===== config.mk =====
export PLATFORM = sky130hd
export DESIGN_NAME = duft_hs_mc_bridge
export DESIGN_NICKNAME = d
export VERILOG_FILES = /design/src/rtl/duft_hs_pkg.sv /design/src/rtl/duft_hs_timeout.sv /design/src/rtl/duft_hs_mc_bridge.sv
export SDC_FILE = /design/constraint.sdc
export NUM_CORES = 1
export LEC_CHECK = 0
export BUFFER_PORTS_ARGS = -buffer_cell sky130_fd_sc_hd__buf_2
export CAP_MARGIN = 10
export CORE_MARGIN = 4
export CORE_UTILIZATION = 38
export CTS_CLUSTER_DIAMETER = 200
export DETAILED_ROUTE_END_ITERATION = 16
export MAX_ROUTING_LAYER = met4
export PLACE_DENSITY = 0.66
export SYNTH_ARGS = -nofsm -noshare
export SYNTH_HDL_FRONTEND = slang
export SYNTH_HIERARCHICAL = 1
export SYNTH_SLANG_ARGS = --single-unit
export TNS_END_PERCENT = 1

===== constraint.sdc =====
create_clock -name clk -period 2.66 [get_ports clk]
set_input_delay 0.266 -clock clk [delete_from_list [all_inputs] [get_ports clk]]
set_output_delay 0.266 -clock clk [all_outputs]
set_load 0.02 [all_outputs]

===== src/rtl/duft_hs_pkg.sv =====
// Purpose : shared types and constants for the multi-channel DUFT ap_ctrl_hs bridge.
// Latency : n/a (package only).
// Backpressure: n/a.
package duft_hs_pkg;

  typedef enum logic [1:0] {
    IDLE  = 2'd0,
    LOCAL = 2'd1,
    ISSUE = 2'd2,
    DONE  = 2'd3
  } state_e;

  // Offsets inside the local test/status region.
  localparam logic [7:0] LOC_SCRATCH = 8'h00;
  localparam logic [7:0] LOC_LOOP    = 8'h01;
  localparam logic [7:0] LOC_ERR     = 8'h02;
  localparam logic [7:0] LOC_CNT     = 8'h03;

  // addr[AW-1:AW-8] value that selects the local region.
  localparam logic [7:0] LOCAL_TAG = 8'hFF;

  // Read data returned for an undecodable address; sliced to DW by users.
  localparam logic [63:0] INVALID_ADDR = '1;

  // err_status bit flagging an undecodable address.
  localparam int ERR_INVALID = 31;

endpackage


===== src/rtl/duft_hs_timeout.sv =====
// Purpose : loadable down-counter guarding a channel request; expire_o fires when it reaches zero.
// Latency : expire_o is combinational from the count and en_i; the count updates one cycle after load/en.
// Backpressure: none; en_i stalls nothing, it only gates counting and expiry.
// Ports: clk_i/rst_ni clock and sync active-low reset; clr_i zeroes the count; load_i loads load_val_i;
//        en_i decrements while nonzero; expire_o = en_i && count == 0.
module duft_hs_timeout #(
  parameter int W = 8
) (
  input  logic         clk_i,
  input  logic         rst_ni,
  input  logic         clr_i,
  input  logic         load_i,
  input  logic [W-1:0] load_val_i,
  input  logic         en_i,
  output logic         expire_o
);

  logic [W-1:0] cnt_q;

  always_ff @(posedge clk_i) begin
    if (!rst_ni) begin
      cnt_q <= '0;
    end else if (clr_i) begin
      cnt_q <= '0;
    end else if (load_i) begin
      cnt_q <= load_val_i;
    end else if (en_i && (cnt_q != '0)) begin
      cnt_q <= cnt_q - 1'b1;
    end
  end

  assign expire_o = en_i && (cnt_q == '0);

endmodule


===== src/rtl/duft_hs_mc_bridge.sv =====
// Purpose : ap_ctrl_hs access port fanning one read/write out to NCH DUFT channels or local registers.
// Latency : local T+2, invalid T+1, channel T+2+k (k = ack delay after ch_req rises), timeout T+TIMEOUT+1.
// Backpressure: one transaction in flight; ap_start is only sampled while ap_idle, channels stall via ch_ack.
// Ports: clk/ap_rst_n clock and sync active-low reset; ap_start/ap_idle/ap_ready/ap_done/ap_return ap_ctrl_hs;
//        addr/wr_data/rd_wr access; ch_req/ch_we/ch_addr/ch_wdata/ch_ack/ch_rdata channel req/ack; err_irq.
module duft_hs_mc_bridge
  import duft_hs_pkg::*;
#(
  parameter int            DW       = 32,
  parameter int            AW       = 32,
  parameter int            NCH      = 4,
  parameter int            CH_SHIFT = 8,
  parameter int            TIMEOUT  = 200,
  parameter logic [DW-1:0] TO_DATA  = 32'hDEADDEAD
) (
  input  logic                clk,
  input  logic                ap_rst_n,
  input  logic                ap_start,
  output logic                ap_idle,
  output logic                ap_ready,
  output logic                ap_done,
  output logic [DW-1:0]       ap_return,
  input  logic [AW-1:0]       addr,
  input  logic [DW-1:0]       wr_data,
  input  logic                rd_wr,
  output logic [NCH-1:0]      ch_req,
  output logic                ch_we,
  output logic [CH_SHIFT-1:0] ch_addr,
  output logic [DW-1:0]       ch_wdata,
  input  logic [NCH-1:0]      ch_ack,
  input  logic [NCH*DW-1:0]   ch_rdata,
  output logic                err_irq
);

  localparam int             CHW   = (NCH > 1) ? $clog2(NCH) : 1;
  localparam logic [CHW:0]   NCH_W = (CHW+1)'(NCH);
  localparam int             TW    = $clog2(TIMEOUT + 1);
  localparam logic [DW-1:0]  BAD_D = INVALID_ADDR[DW-1:0];

  state_e                state_q, state_d;
  logic [7:0]            off_q, off_d;
  logic [DW-1:0]         wdata_q, wdata_d;
  logic                  rd_q, rd_d;
  logic [CHW-1:0]        idx_q, idx_d;
  logic [DW-1:0]         ret_q, ret_d;
  logic [NCH-1:0]        req_q, req_d;
  logic                  we_q, we_d;
  logic [CH_SHIFT-1:0]   caddr_q, caddr_d;
  logic [DW-1:0]         cwdata_q, cwdata_d;
  logic [DW-1:0]         scratch_q, scratch_d;
  logic [DW-1:0]         err_q, err_d;
  logic [DW-1:0]         cnt_q, cnt_d;
  logic                  irq_q, irq_d;

  logic                  tmr_load, tmr_en, tmr_clr, tmr_expire;

  // Address decode of the live inputs, used only in IDLE.
  logic [CHW-1:0] in_idx;
  logic [AW-1:0]  in_upper;
  logic           in_local, in_chan;
  logic [NCH-1:0] in_onehot;

  assign in_idx    = addr[CH_SHIFT +: CHW];
  assign in_upper  = addr >> (CH_SHIFT + CHW);
  assign in_local  = (addr[AW-1 -: 8] == LOCAL_TAG);
  assign in_chan   = (in_upper == '0) && ({1'b0, in_idx} < NCH_W);
  assign in_onehot = NCH'(1) << in_idx;

  // ch_req_q is one-hot, so this only sees the addressed channel's ack.
  logic ack_hit;
  assign ack_hit = |(ch_ack & req_q);

  duft_hs_timeout #(.W(TW)) u_timeout (
    .clk_i      (clk),
    .rst_ni     (ap_rst_n),
    .clr_i      (tmr_clr),
    .load_i     (tmr_load),
    .load_val_i (TW'(TIMEOUT - 1)),
    .en_i       (tmr_en),
    .expire_o   (tmr_expire)
  );

  always_comb begin
    state_d   = state_q;
    off_d     = off_q;
    wdata_d   = wdata_q;
    rd_d      = rd_q;
    idx_d     = idx_q;
    ret_d     = ret_q;
    req_d     = req_q;
    we_d      = we_q;
    caddr_d   = caddr_q;
    cwdata_d  = cwdata_q;
    scratch_d = scratch_q;
    err_d     = err_q;
    cnt_d     = cnt_q;
    tmr_load  = 1'b0;
    tmr_en    = 1'b0;
    tmr_clr   = 1'b0;

    unique case (state_q)
      IDLE: begin
        if (ap_start) begin
          off_d   = addr[7:0];
          wdata_d = wr_data;
          rd_d    = rd_wr;
          if (in_local) begin
            state_d = LOCAL;
          end else if (in_chan) begin
            state_d  = ISSUE;
            idx_d    = in_idx;
            req_d    = in_onehot;
            we_d     = ~rd_wr;
            caddr_d  = addr[CH_SHIFT-1:0];
            cwdata_d = wr_data;
            tmr_load = 1'b1;
          end else begin
            state_d            = DONE;
            err_d[ERR_INVALID] = 1'b1;
            if (rd_wr) ret_d = BAD_D;
          end
        end
      end

      LOCAL: begin
        state_d = DONE;
        case (off_q)
          LOC_SCRATCH: if (rd_q) ret_d = scratch_q; else scratch_d = wdata_q;
          LOC_LOOP:    if (rd_q) ret_d = scratch_q;
          LOC_ERR:     if (rd_q) ret_d = err_q; else err_d = err_q & ~wdata_q;
          LOC_CNT:     if (rd_q) ret_d = cnt_q;
          default: begin
            err_d[ERR_INVALID] = 1'b1;
            if (rd_q) ret_d = BAD_D;
          end
        endcase
      end

      ISSUE: begin
        tmr_en = 1'b1;
        // Ack is checked first so an ack on the expiry cycle still completes normally.
        if (ack_hit) begin
          state_d = DONE;
          req_d   = '0;
          tmr_clr = 1'b1;
          if (rd_q) ret_d = ch_rdata[idx_q*DW +: DW];
        end else if (tmr_expire) begin
          state_d      = DONE;
          req_d        = '0;
          tmr_clr      = 1'b1;
          err_d[idx_q] = 1'b1;
          if (rd_q) ret_d = TO_DATA;
        end
      end

      DONE: begin
        state_d = IDLE;
        cnt_d   = cnt_q + 1'b1;
      end

      default: state_d = IDLE;
    endcase

    irq_d = |err_d;
  end

  always_ff @(posedge clk) begin
    if (!ap_rst_n) begin
      state_q   <= IDLE;
      off_q     <= '0;
      wdata_q   <= '0;
      rd_q      <= 1'b0;
      idx_q     <= '0;
      ret_q     <= '0;
      req_q     <= '0;
      we_q      <= 1'b0;
      caddr_q   <= '0;
      cwdata_q  <= '0;
      scratch_q <= '0;
      err_q     <= '0;
      cnt_q     <= '0;
      irq_q     <= 1'b0;
    end else begin
      state_q   <= state_d;
      off_q     <= off_d;
      wdata_q   <= wdata_d;
      rd_q      <= rd_d;
      idx_q     <= idx_d;
      ret_q     <= ret_d;
      req_q     <= req_d;
      we_q      <= we_d;
      caddr_q   <= caddr_d;
      cwdata_q  <= cwdata_d;
      scratch_q <= scratch_d;
      err_q     <= err_d;
      cnt_q     <= cnt_d;
      irq_q     <= irq_d;
    end
  end

  assign ap_idle   = (state_q == IDLE);
  assign ap_done   = (state_q == DONE);
  assign ap_ready  = (state_q == DONE);
  assign ap_return = ret_q;
  assign ch_req    = req_q;
  assign ch_we     = we_q;
  assign ch_addr   = caddr_q;
  assign ch_wdata  = cwdata_q;
  assign err_irq   = irq_q;

endmodule


After elaboration in Yosys (flattened, before gate mapping)
Index checks and enable logic that the tools add are counted.
{"block": "classes", "shift": 2, "n_eq_ne": 16, "reduce_logical": 23, "n_mux": 48, "bitwise": 8, "order_cmp": 2, "add_sub_neg": 2}
{"op": "32-bit two-way mux", "count": 15}
{"op": "32-bit one-hot mux with 3 select lines", "count": 2}
{"op": "128-bit by 8-bit variable part select with 32-bit output", "count": 1}
{"op": "31-bit one-hot mux with 2 select lines", "count": 1}
{"op": "32-bit by 1-bit adder with 32-bit output (second input constant)", "count": 1}
{"op": "32-bit bitwise AND", "count": 1}
{"op": "32-bit logical NOT", "count": 1}
{"op": "32-bit inverter", "count": 1}
{"op": "32-bit by 4-bit OR with 32-bit output", "count": 1}
{"op": "32-bit OR reduction", "count": 1}
{"op": "31-bit two-way mux", "count": 1}
{"op": "4-bit two-way mux", "count": 5}
{"op": "8-bit by 2-bit equality test with 1-bit output (second input constant)", "count": 2}
{"op": "8-bit logical NOT", "count": 2}
{"op": "8-bit two-way mux", "count": 2}
{"op": "1-bit two-way mux", "count": 13}
{"op": "3-bit != test (second input constant)", "count": 3}
{"op": "9-bit AND reduction", "count": 1}
{"op": "8-bit by 1-bit equality test with 1-bit output (second input constant)", "count": 1}
{"op": "8-bit equality test (second input constant)", "count": 1}
{"op": "2-bit two-way mux", "count": 4}
{"op": "2-bit != test (second input constant)", "count": 4}
{"op": "2-bit one-hot mux with 4 select lines", "count": 1}
{"op": "4-bit one-hot mux with 2 select lines", "count": 1}
{"op": "other kinds (24)", "count": 35}
{"block": "totals", "reg_bits": 227}

Logic depth before layout (Yosys ltp)
{"block": "depth", "depth_word": 9, "depth_mapped": 12, "mapped_depth_nobuf": 10}

Cells and area by module
The synthesis kept the hierarchy.
{"mod": "duft_hs_mc_bridge", "cells_per_inst": 1211, "n_inst": 1, "area_per_inst_um2": 10433.8}
{"mod": "duft_hs_timeout", "cells_per_inst": 59, "n_inst": 1, "area_per_inst_um2": 508.0}

Least setup slack after synthesis
Ideal clock, no wire load.
{"block": "synth_timing", "kind": "reg-to-reg", "start": "register state_q[0]", "end": "register ret_q[1] (netlist: ap_return[1])", "setup_ns": 0.119, "n_path_buf": 0, "period_less_slack_ns": 2.777, "t_arrival_ns": 2.658, "path_stages_with_launch": 11, "setup_slack_ns": -0.117, "required_time_ns": 2.541, "cell_sequence": "dfxtp_1 -> inv_1 -> ha_1 -> nand4bb_1 -> nor2_1 -> inv_1 -> a41oi_1 -> nand2b_1 -> a211oi_2 -> nand3_1 -> o221a_2"}
{"block": "synth_between", "elab_chain_cells": 5, "word_cells_on_any_way": 16}
{"element": "start, declared", "line": "duft_hs_mc_bridge.sv:40", "source": "state_e state_q, state_d;"}
{"element": "start signal, assigned", "line": "duft_hs_mc_bridge.sv:184", "source": "state_q <= state_d;"}
{"element": "2-bit equality test *", "line": "duft_hs_mc_bridge.sv:101", "source": "unique case (state_q)"}
{"element": "1-bit two-way mux *", "line": "duft_hs_mc_bridge.sv:101"}
{"element": "via tmr_en", "line": "duft_hs_mc_bridge.sv:55", "source": "logic tmr_load, tmr_en, tmr_clr, tmr_expire;"}
{"element": "1-bit logical AND *", "line": "duft_hs_timeout.sv:32", "source": "assign expire_o = en_i && (cnt_q == '0);"}
{"element": "via tmr_expire", "line": "duft_hs_mc_bridge.sv:55"}
{"element": "3-bit != test (no line)"}
{"element": "9-bit AND reduction (no line) *"}
{"element": "end signal, assigned", "line": "duft_hs_mc_bridge.sv:189", "source": "ret_q <= ret_d;"}
{"element": "end, declared", "line": "duft_hs_mc_bridge.sv:45", "source": "logic [DW-1:0] ret_q, ret_d;"}
Mark *: on every way through the listed nets, which the timed path passes. The rest lies on a longest branch.
A chain may end at the register's enable or synchronous reset.

Worst setup path after layout
{"block": "layout_timing", "start": "register off_q[3]", "end": "register irq_q (netlist: err_irq)"}
{"block": "layout_between", "elab_chain_cells": 5, "word_cells_on_any_way": 10}
{"element": "start, declared", "line": "duft_hs_mc_bridge.sv:41", "source": "logic [7:0] off_q, off_d;"}
{"element": "start signal, assigned", "line": "duft_hs_mc_bridge.sv:170", "source": "off_q <= '0;"}
{"element": "start signal, assigned", "line": "duft_hs_mc_bridge.sv:185", "source": "off_q <= off_d;"}
{"element": "8-bit by 2-bit equality test with 1-bit output (tied with other cells)", "line": "duft_hs_mc_bridge.sv:127", "source": "case (off_q)"}
{"element": "3-bit OR reduction (no line)"}
{"element": "1-bit one-hot mux with 2 select lines", "line": "duft_hs_mc_bridge.sv:127"}
{"element": "1-bit one-hot mux with 3 select lines", "line": "duft_hs_mc_bridge.sv:101"}
{"element": "32-bit OR reduction *", "line": "duft_hs_mc_bridge.sv:164", "source": "irq_d = |err_d;"}
{"element": "end signal, assigned", "line": "duft_hs_mc_bridge.sv:197", "source": "irq_q <= irq_d;"}
{"element": "end, declared", "line": "duft_hs_mc_bridge.sv:53", "source": "logic irq_q, irq_d;"}
Mark *: on every way between the ends. The rest lies on a longest branch, timed or not.

==> results <==
- The filler cells instantiated in the layout total about 2.7k.
- The cell internal power dissipation is ~0.008 W.
- The number of warnings issued by yosys is 6.
- Cells with a size suffix above 1 make up roughly a third of the layout.
- The final routed wire length divided by cell count is between 15 and 20 um.
- The synthesized design devotes to its leading area cell type around two fifths of total area.
- Entering global routing, the biggest net connects 159 pins.
- The portion of the post-synthesis area used by sequential elements is 41.5%.
- The element type at the critical path end is a flop.
- The final-report max-slew violation count is 0.
- The site row count is around 60.
- CTS built an H-tree with a depth of 1.
- TritonCTS built the clock tree.
- Setup repair after global routing could not meet its margin everywhere.
- The flip-flop cell with the highest count after synthesis is sky130_fd_sc_hd__dfxtp_1.
- The die span in x is roughly 180 um.
- Setup violations remaining at the end of the flow were counted as 0.
- The maximum resistive drop on vdd is about 0.00049 V.
- In this run, distinct cell masters in the synthesized netlist total 67.
- The critical path starts at off_q[3].
- Power comes to 0.0122 W.
- The share of the clock period used by the worst path after layout is around 95%.
- The first global-routing pass estimated approximately 56 mm of wire.
- The library cells used most frequently in the layout, excluding fill and tap cells, are sky130_fd_sc_hd__buf_2 (280), sky130_fd_sc_hd__nand2_1 (260), sky130_fd_sc_hd__dfxtp_1 (224).
- By startpoint and endpoint, the worst setup path is classified as reg2reg.
- Based on the critical path, the design can be clocked at up to roughly 400 MHz.
- Counting flops and latches in the post-synthesis netlist gives approximately 230.
- Across the run, the number of max-cap violations was 0.
- The global router's overall resource usage is a little under a quarter.
- The die covers 0.0316 mm^2.
- The critical path data arrival time is 2930 ps.
- The core box area is 0.0281 mm^2.
- The overall routed net length is between 30 and 40 mm.
- In this run the worst hold path is classified as in2reg.
- Once placement completed, the tool counted placed cells totaling around 1.9k.
- The clock insertion delay at the later pin of the skew report is roughly 520 ps.
- The worst register-to-register path begins at off_q[3].
- The vertical extent of the die is 178 um.
- The iteration count of the initial detailed-routing pass is 5.
- The worst setup path is launched from a flop.
- The effective utilization at floorplan is between 30% and 40%.
- The first-iteration detailed-routing DRC count is 760.
- In this run the worst path has a maximum fanout of 6.
- The total count of hold-check failures in the final report is 0.
- In this run the deepest clock path goes through 3 buffers.
- The tree is rooted in a sky130_fd_sc_hd__clkbuf_16.
- The number of nets in the layout is about 1.8k.
- At the end of routability-driven placement, the weighted congestion stood at roughly 0.93.
- Power spread over the standard cell area amounts to roughly 850 mW/mm^2.
- The final clock skew is between 7 and 8 ps.
- The count of nets left with antenna violations once routing finished came out at 0.
- The worst pin sits at a relative slew slack of roughly 44%.
- For this run the aggregate overflow at the end of global routing stands at 0.
- The clock period minus worst slack is 2520 ps.
- The critical hold path startpoint is addr[4].
- The run finished with clean final reports.
- The number of input and output port buffers inserted is between 200 and 300.
- For this run, asynchronously set or reset flops after synthesis account for 0%.
- The number of flops mapped to enable cells by yosys is 0.
- The TritonCTS sink count is 227.
- The initial antenna violation count is 1.
- For the pin with the worst max-slew slack, the measured transition is roughly 840 ps.
- The clock-pin slew reported for the worst setup and hold paths after clock tree synthesis is 60 ps.
- In the post-synthesis netlist, the biggest area contributors are sky130_fd_sc_hd__dfxtp_1 (42%), sky130_fd_sc_hd__nand2_1 (9.0%), sky130_fd_sc_hd__mux4_2 (6.6%), sky130_fd_sc_hd__a21oi_1 (5.2%), sky130_fd_sc_hd__mux2i_1 (3.1%).
- The area growth from synthesis to layout is 31.5%.
- The required time of the worst setup path is between 3000 and 4000 ps.
- The cell area that synthesis handed to floorplanning was approximately 0.011 mm^2.
- The number of top-level pins is 281.
- For this run, design rule violations remaining after detail routing come to 0.
- The net switching power is between 0.004 and 0.005 W.
- The part of the total power dissipated in sequential elements is roughly a third.
- Synthesis produced a netlist whose cell count is about 1.3k.
- The biggest area contributor in the post-synthesis netlist is sky130_fd_sc_hd__dfxtp_1.
- The clock network power share is 31.9%.
- The number of global-route vias before repair is just over 10k.
- The combinational group share of total power is roughly 35%.
- The switching share of power is approximately a third.
- The half-perimeter wire length after placement is 26.2 mm.
- The number of clock buffers added by TritonCTS is 26.
- In this run the mean area of a mapped cell was roughly 8.6 um^2.
- The most common library cell in the layout ignoring fill and taps is sky130_fd_sc_hd__buf_2.
- Dividing the detail-routed via count by the number of cells gives between 5 and 6.
- For this run, the number of standard cells in the final layout without fillers is a little under 2k.
- The via count of the routed design is 10.7k.
- The leakage power is 5.70 nW.
metrics by stage:
step | area (um^2) | setup TNS [ps] | setup WS (ps) | hold WS (ps) | utilization [%]
after floorplan | 11000 | -965 | -46.4 | 402 | -
after global placement | 12900 | 0 | 211 | 439 | 46.0
after detailed placement | 12900 | 0 | 101 | 443 | 46.0
after CTS | 14300 | 0 | 52.2 | 1.31 | 50.8
after global routing | 14400 | 0 | 11.8 | 26.0 | 51.2
final | 14400 | 0 | 142 | 26.0 | 51.2
final cells by class:
| type | count | area (um^2) | share of cell area (%) |
|---|---|---|---|
| Tap cell | 378 | 473 | 3.29 |
| Sequential cell | 227 | 4550 | 31.6 |
| Multi-Input combinational cell | 915 | 5950 | 41.3 |
| Clock buffer | 34 | 742 | 5.16 |
| Timing Repair Buffer | 379 | 2360 | 16.4 |
| Clock inverter | 13 | 198 | 1.37 |
| Inverter | 30 | 115 | 0.800 |
| Antenna cell | 1 | 2.50 | 0.0174 |
synth_stat cells, types with 5 or more instances:
library cell and count:
sky130_fd_sc_hd__nand2_1 261, sky130_fd_sc_hd__dfxtp_1 227, sky130_fd_sc_hd__a21oi_1 114, sky130_fd_sc_hd__clkbuf_1 81, sky130_fd_sc_hd__nor2_1 75, sky130_fd_sc_hd__o21ai_0 64, sky130_fd_sc_hd__mux2i_1 34, sky130_fd_sc_hd__mux4_2 32
sky130_fd_sc_hd__nand2_2 30, sky130_fd_sc_hd__inv_1 28, sky130_fd_sc_hd__o211a_1 23, sky130_fd_sc_hd__nand3b_1 22, sky130_fd_sc_hd__o2111ai_1 22, sky130_fd_sc_hd__o41ai_1 21, sky130_fd_sc_hd__a21oi_2 18, sky130_fd_sc_hd__nand4_1 17
sky130_fd_sc_hd__xor2_1 16, sky130_fd_sc_hd__nand3_1 13, sky130_fd_sc_hd__nor3_1 13, sky130_fd_sc_hd__xnor2_1 13, sky130_fd_sc_hd__buf_2 10, sky130_fd_sc_hd__nor4_1 10, sky130_fd_sc_hd__o221a_2 10, sky130_fd_sc_hd__o22ai_1 10
sky130_fd_sc_hd__ha_1 7, sky130_fd_sc_hd__or3_1 7, sky130_fd_sc_hd__and3_1 6, sky130_fd_sc_hd__buf_1 6, sky130_fd_sc_hd__buf_6 6, sky130_fd_sc_hd__or4_1 6, sky130_fd_sc_hd__a211oi_1 5, sky130_fd_sc_hd__a31oi_1 5
cell families (layout without fill, tap and decap cells):
family          Yosys count  count (layout)  share of synthesized area, %
simple gates            488             488                          20.9
compound gates          317             317                          19.5
flops                   227             227                          41.5
buf+inv                 134             456                          5.16
mux                      66              66                          9.70
xor+xnor                 29              29                          2.32
fa+ha+maj                 7               7                         0.800
other cells               2               9                        0.0686
repair_timing:
item                       4_1_cts  5_1_grt
hold endpoints to repair        68        0
gates resized for setup          0       12
hold buffers                    40        0
setup endpoints to repair        0       36
setup buffers                    0        2
flip-flops by register name, summed over array words and instances, names as in the netlist, 4 cells and up:
| register | flops |
|---|---|
| ch_wdata | 32 |
| cnt_q | 32 |
| wdata_q | 32 |
| ch_addr | 8 |
| u_timeout/cnt_q | 8 |
| ch_req | 4 |
| err_q | 32 |
| off_q | 8 |
| ap_return | 32 |
| scratch_q | 32 |
power by group through the flow:
stage / Clock (W) / Combinational [W] / Sequential [W]
after floorplan: 0 / 0.00240 / 0.00429
after global placement: 0 / 0.00390 / 0.00414
after detailed placement: 0 / 0.00394 / 0.00415
after CTS: 0.00394 / 0.00401 / 0.00407
after global routing: 0.00407 / 0.00454 / 0.00412
final: 0.00388 / 0.00420 / 0.00408
path summary, 6_finish.rpt:
check	to	slack, ps	cells past startpoint
hold reg to reg	ch_addr[2]	450	2
setup reg to reg	err_irq	140	8
hold / removal	ch_addr[4]	30	3
setup / recovery	err_irq	140	8
routing by layer:
| metal | GRT usage, % | vias up | part of all wire [%] | routed length [um] |
|---|---|---|---|---|
| met4 | 2.87 | 0 | 1.3 | 476 |
| li1 | - | 5150 | - | - |
| met5 | - | - | 0 | 0 |
| met2 | 37.2 | 403 | 48 | 17400 |
| met3 | 2.77 | 41 | 6.6 | 2400 |
| met1 | 31.0 | 5144 | 45 | 16300 |
critical path, stage by stage (launching register included):
cell	delay, ps
sky130_fd_sc_hd__dfxtp_1	310
sky130_fd_sc_hd__buf_4	130
sky130_fd_sc_hd__or4_1	600
sky130_fd_sc_hd__buf_4	230
sky130_fd_sc_hd__o41ai_1	460
sky130_fd_sc_hd__nand2_1	90
sky130_fd_sc_hd__nor4_1	290
sky130_fd_sc_hd__a31oi_1	130
sky130_fd_sc_hd__a21o_1	170
Note: power is estimated with default switching activity, not from simulation.
